[src/rtl/key_encoder8to3.sv]
// key_encoder8to3: synchronises and debounces eight active-low key lines,
// encodes a single held key to a 3-bit index and emits press/release pulses.
module key_encoder8to3 #(
    parameter int DEBOUNCE_CYCLES = 1000000,
    parameter int CNT_W           = 20
) (
    input  logic       clk,
    input  logic       rst_n,
    input  logic [7:0] key_n,
    output logic [2:0] num,
    output logic       valid,
    output logic       press,
    output logic       release_o,
    output logic       invalid
);
    typedef enum logic [1:0] {IDLE, PRESSED, INVALID} state_t;

    localparam logic [CNT_W-1:0] CNT_MAX = CNT_W'(DEBOUNCE_CYCLES - 1);

    logic [7:0]       s1_q, s2_q, cand_q, cand_d, stable_q, stable_d;
    logic [CNT_W-1:0] cnt_q, cnt_d;
    state_t           state_q, state_d;
    logic [2:0]       num_q, num_d, idx;
    logic             press_q, press_d, release_q, release_d;
    logic [3:0]       zeros;
    logic             is_none, is_single;

    always_comb begin
        zeros = 4'd0;
        idx   = 3'd0;
        for (int i = 0; i < 8; i++) begin
            if (!stable_q[i]) begin
                zeros = zeros + 4'd1;
                idx   = i[2:0];
            end
        end
        is_none   = stable_q == 8'hFF;
        is_single = zeros == 4'd1;
    end

    // The counter saturates at CNT_MAX; acceptance happens once the candidate
    // has been seen unchanged for DEBOUNCE_CYCLES consecutive edges.
    always_comb begin
        cand_d   = cand_q;
        cnt_d    = cnt_q;
        stable_d = stable_q;
        if (s2_q != cand_q) begin
            cand_d = s2_q;
            cnt_d  = '0;
        end else if (cnt_q < CNT_MAX) begin
            cnt_d = cnt_q + 1'b1;
        end else begin
            stable_d = cand_q;
        end
    end

    always_comb begin
        state_d   = state_q;
        num_d     = num_q;
        press_d   = 1'b0;
        release_d = 1'b0;
        case (state_q)
            IDLE: begin
                if (is_single) begin
                    state_d = PRESSED;
                    num_d   = idx;
                    press_d = 1'b1;
                end else if (!is_none) begin
                    state_d = INVALID;
                end
            end
            PRESSED: begin
                if (is_none) begin
                    state_d   = IDLE;
                    release_d = 1'b1;
                end else if (!is_single || idx != num_q) begin
                    state_d   = INVALID;
                    release_d = 1'b1;
                end
            end
            default: state_d = is_none ? IDLE : INVALID;
        endcase
    end

    always_ff @(posedge clk or negedge rst_n) begin
        if (!rst_n) begin
            s1_q      <= 8'hFF;
            s2_q      <= 8'hFF;
            cand_q    <= 8'hFF;
            stable_q  <= 8'hFF;
            cnt_q     <= '0;
            state_q   <= IDLE;
            num_q     <= 3'd0;
            press_q   <= 1'b0;
            release_q <= 1'b0;
        end else begin
            s1_q      <= key_n;
            s2_q      <= s1_q;
            cand_q    <= cand_d;
            stable_q  <= stable_d;
            cnt_q     <= cnt_d;
            state_q   <= state_d;
            num_q     <= num_d;
            press_q   <= press_d;
            release_q <= release_d;
        end
    end

    assign num       = num_q;
    assign valid     = state_q == PRESSED;
    assign invalid   = state_q == INVALID;
    assign press     = press_q;
    assign release_o = release_q;
endmodule

[config.mk]
export PLATFORM = sky130hd
export DESIGN_NAME = key_encoder8to3
export DESIGN_NICKNAME = d
export VERILOG_FILES = /design/src/rtl/key_encoder8to3.sv
export SDC_FILE = /design/constraint.sdc
export NUM_CORES = 1
export LEC_CHECK = 0
export CORE_ASPECT_RATIO = 0.75
export CORE_UTILIZATION = 40
export CTS_CLUSTER_SIZE = 14
export DETAILED_ROUTE_END_ITERATION = 10
export PLACE_DENSITY = 0.57
export RECOVER_POWER = 50
export SYNTH_ARGS = -nofsm -noshare
export SYNTH_HDL_FRONTEND = slang
export SYNTH_SLANG_ARGS = --single-unit
[constraint.sdc]
create_clock -name clk -period 15.69 [get_ports clk]
set_input_delay 2.3535 -clock clk [delete_from_list [all_inputs] [get_ports clk]]
set_output_delay 2.3535 -clock clk [all_outputs]
set_load 0.05 [all_outputs]
[Word level (Yosys, flattened, before mapping)]
Cells that the tools add are included.
Storage, ports and cells
  output and inout port bits: 7
  logic and storage cells: 63
  bits in registers: 59
Cells by class
  bitwise operators: 2
  reduce and logical (&&, ||, !) cells: 7
  equality and inequality tests: 8
  order comparisons: 1
  muxes and demuxes: 28
  add/sub/neg operators: 8
Operators with widths (number)
  $mux 20: 2
  $add 4x1->4 const B: 7
  $mux 4: 7
  $add 20x1->20 const B: 1
  $lt 20x20->1 const B: 1
  $mux 3: 6
  $mux 2: 5
  $eq 8x8->1 const B: 1
  $ne 8x8->1: 1
  $mux 1: 7
  $reduce_and 2->1: 3
  $eq 4x1->1 const B: 1
  $pmux 2 s2: 1
  $ne 3x1->1 const B: 1
  $ne 3x3->1: 1
  $ne 3x3->1 const B: 1
  $eq 2x1->1 const B: 1
  $eq 2x2->1 const B: 1
  $logic_not 2->1: 1
  $not 1->1: 2
  $reduce_bool 2->1: 1
  $logic_not 1->1: 1
  $logic_or 1x1->1: 1

[Depth between registers and ports, before layout]
  depth after elaboration: 21
  gate-level depth with buffers: 22
  depth with buffers taken out: 22

[Least setup slack after synthesis]
No wires, ideal clock.
  path kind: register to register
  from: register stable_q[0]
  to: register num_q[2], in the netlist num[2]
  required time: 15.565 ns
  stages on the path, launching flop included: 21
  setup slack: 10.630 ns
  path buffers: 0
  library setup time: 0.125 ns
  arrival time: 4.935 ns
  path through: dfstp_2 inv_1 ha_1 xnor2_1 ha_1 mux2_2 ha_1 nand2b_1 nand2_1 ha_1 nor2_1 a31oi_1 or2_2 ha_1 or2_2 o31a_1 ha_1 or4_1 o211ai_2 nand4_4 mux2_4
Between the ends
  word-level cells in the longest chain between the ends: 17
Ends and longest elaborated chain
  start: declaration: RTL line 20  | logic [7:0] s1_q, s2_q, cand_q, cand_d, stable_q, stable_d;
  start signal: assignment: RTL line 100  | stable_q <= stable_d;
  $mux 1 *: RTL line 32  | if (!stable_q[i]) begin
  $add 4x1->4: RTL line 33  | zeros = zeros + 4'd1;
  $mux 4 *: RTL line 32
  $add 4x1->4: RTL line 33
  $mux 4 *: RTL line 32
  $add 4x1->4: RTL line 33
  $mux 4 *: RTL line 32
  $add 4x1->4: RTL line 33
  $mux 4 *: RTL line 32
  $add 4x1->4: RTL line 33
  $mux 4 *: RTL line 32
  $add 4x1->4: RTL line 33
  $mux 4 *: RTL line 32
  $add 4x1->4: RTL line 33
  $mux 4 *: RTL line 32
  $eq 4x1->1 *: RTL line 38  | is_single = zeros == 4'd1;
  $reduce_and 2->1 (no source line) *
  end signal: assignment: RTL line 103  | num_q <= num_d;
  end: declaration: RTL line 23  | logic [2:0] num_q, num_d, idx;
Mark *: on every way between the ends. The rest lies on a longest branch, timed or not.
A chain may end at the register's enable or synchronous reset.

[Worst setup path in the final report]
Ends and elaborated chain as after synthesis.

==> reports/metrics.yaml <==
outcome:
  status: "complete, but fails checks"
  violations: "DRC, capacitance limit, slew limit"
global_route:
  grt_usage_pct: 15.3
  grt_pass1_vias: 1946
  gr-total-overflow: 0
  grt_first_pass_wirelength_mm: 9.25
  grt_max_degree: 60
  antenna_found_initial: 0
finish:
  n_fill_cell: 712
  final_area_sq_um: 3450
  syn_to_final_growth_pct: 13.0
  antenna-diode-count: 0
  final_nets: 313
  drive_above_1_share_pct: 18.7
timing:
  finalCritPeriodShare_pct: 34.1
  fin_crit_ns: 5.35
  setup_viol: 0
  clock.fmax_mhz: 187
  rsz0062_at_grt: "false"
  report.final.slew_viol_count: 60
  clock_skew_ns: 0.00786
  worst_slew_pin_slew_ns: 3.04
  fin_setup_tns_ns: 0
  hold_viol: 0
  max_slew_margin_pct: -103
flow_run:
  maxCapViolations: 1
clocking:
  cts_setup_buffers: 0
  htreeDepth: 3
  cts_buffers: 9
  cts_buffer_depth: 2
  cts_resized: 0
  clk_latency_ns: 0.34
  path_clk_slew_ns: 0.07
  cts_sinks: 59
  cts_tree: "done"
  cts_root_buf: "clkbuf_8"
  hold_buffers: 0
synth:
  synth_cells: 286
  synth-seq-area-share_pct: 49.7
  syn-num-nets: 305
  ys_async_sr_fraction_pct: 100
  yosysUniqueCellTypes: 55
  ys.warnings.count: 0
  synth_ff_type: "dfstp_2"
  ys_ff_latch: 59
  synth_area_sq_um: 3050
  syn_avg_cell_area_sq_um: 10.7
  synth-edff-count: 0
die:
  rows: 27
  dieArea_sq_um: 7990
  core_sq_um: 7360
  initial_core_util_pct: 41.5
  io_pins: 17
  die_h_um: 77.7
  die_w_um: 103
detailed_routing:
  postRouteAntennaNets: 0
  routedWlPerCell_um: 13.1
  drt-total-wl_mm: 5.22
  num_vias: 2054
  firstDrtPassIters: 7
  drt_iter0_drc: 101
  drt-vias-per-instance: 5.14
  route.detailed.drc: 2
power:
  p_leak_nw: 1.33
  max-vdd-ir-drop_uv: 68.7
  power.density_nw_per_um2: 85.0
  power_uw: 293
setup_path:
  slowest_stage: "dfstp_2"
  slowest_delay_ns: 0.55
  cp-end-kind: "register"
  cp_data_required_time_ns: 15.91
  path_class: "register to register"
  cp.arrival_ns: 5.57
  start_kind: "register"
  cp_max_fo: 5
  cpMostUsedCell: "ha_1"
  path_cells: "inv_1 -> ha_1 -> xnor2_1 -> ha_1 -> mux2_2 -> ha_1 -> nand2b_1 -> nand2_1 -> ha_1 -> nor2_1 -> a31oi_1 -> or2_2 -> ha_1 -> or2_2 -> o31a_1 -> ha_1 -> or4_1 -> o211ai_2 -> nand4_4 -> mux2_4"
placed_design:
  hpwl_mm: 3.62
  port_buffers: 16
  globalplace.congestion: 0.758
  place_area_sq_um: 3270
min_path:
  hp-class: "register to register"
==> routing by layer <==
metal / vias to the layer above / global-route usage (%) / share of wire (%)
met5: - / 0 / 0
li1: 1028 / - / -
met4: 0 / 4.65 / 0.56
met2: 29 / 20.9 / 43
met3: 2 / 5.14 / 2.9
met1: 995 / 22.7 / 53
==> cell usage after synthesis, types with 7 or more instances <==
cell type | n | share of area, %
inv_1 | 9 | 1.1
clkbuf_1 | 21 | 2.6
dfstp_2 | 32 | 28
nand2_1 | 17 | 2.1
o21ai_0 | 16 | 2.6
xnor2_1 | 8 | 2.3
ha_1 | 9 | 3.7
a21oi_1 | 13 | 2.1
nor2b_1 | 7 | 1.4
xor2_1 | 18 | 5.2
or3_1 | 7 | 1.4
nor2_1 | 15 | 1.8
dfrtp_1 | 27 | 22
==> cell usage in the layout (no fill, tap or decap), types with 6 or more instances in the layout <==
cell type        netlist  final
and3_1                 6      6
clkdlybuf4s50_1        0      7
or3_1                  7      7
dfstp_1                0      8
nand3_1                6      6
ha_1                   9      9
a21oi_1               13     13
xnor2_1                8      8
dfstp_2               32     24
clkbuf_8               0      9
nor2b_1                7      7
xor2_1                18     18
inv_1                  9      9
dfrtp_1               27     27
o21ai_0               16     16
nand2_1               17     17
nor2_1                15     15
dlygate4sd3_1          0      8
==> layout make-up <==
type | instances | area (sq um) | area share [%]
Sequential cell | 59 | 1520 | 44.0
Multi-Input combinational cell | 197 | 1420 | 41.3
Timing Repair Buffer | 18 | 166 | 4.83
Tap cell | 101 | 126 | 3.66
Clock buffer | 9 | 124 | 3.59
Clock inverter | 7 | 57.6 | 1.67
Inverter | 9 | 33.8 | 0.980
==> path summary, 6_finish.rpt <==
check	start	to	slack, ns	cells after the start
max	stable_q[0]$_DFFE_PN1P_	num[2]$_DFFE_PN0P_	10.34	20
min	s1_q[3]$_DFF_PN1_	s2_q[3]$_DFF_PN1_	0.36	0
max reg2reg	stable_q[0]$_DFFE_PN1P_	num[2]$_DFFE_PN0P_	10.34	20
min reg2reg	s1_q[3]$_DFF_PN1_	s2_q[3]$_DFF_PN1_	0.36	0
max in group asynchronous	rst_n	num[1]$_DFFE_PN0P_	10.87	2
min in group asynchronous	rst_n	num[0]$_DFFE_PN0P_	3.11	2
==> cells by family after synthesis <==
logic type | Yosys count | synth area share (%)
AO/OA/AOI/OAI | 56 | 12.0
adder cells (fa/ha/maj) | 9 | 3.69
XOR/XNOR | 29 | 9.75
flip-flops | 59 | 49.7
buffers and inverters | 30 | 3.69
AND/OR/NAND/NOR | 94 | 17.7
multiplexers | 9 | 3.52
==> state kept, by name (all words and copies together), names as in the netlist <==
signal     cells
cnt_q         20
cand_q         8
s1_q           8
s2_q           8
stable_q       8
num            3
state_q        2
press          1
release_o      1
==> worst max-delay path, delay by kind of cell (launching register included) <==
kind,cells,cell delay [ns]
and+or+nand+nor,7,1.57
xor gates and xnor gates,1,0.25
AOI/OAI and AO/OA,3,0.43
buffers and inverters,1,0.06
adders and majority gates,6,1.74
DFF,1,0.55
muxes,2,0.61
==> power breakdown <==
group	switching, mW	internal (mW)
Clock	0.0679	0.0598
Combinational	0.00381	0.00241
Sequential	0.00169	0.157
==> per-stage QoR <==
stage	std cells	util [%]	setup WS (ns)	hold slack, ns
after global routing	400	46.8	10.05	0.363
after detailed placement	384	44.4	10.38	0.347
after floorplan	286	-	10.63	0.345
after CTS	400	46.9	10.35	0.357
after global placement	384	44.4	10.47	0.345
final	400	46.8	10.34	0.360
(Power assumes the default switching activity.)
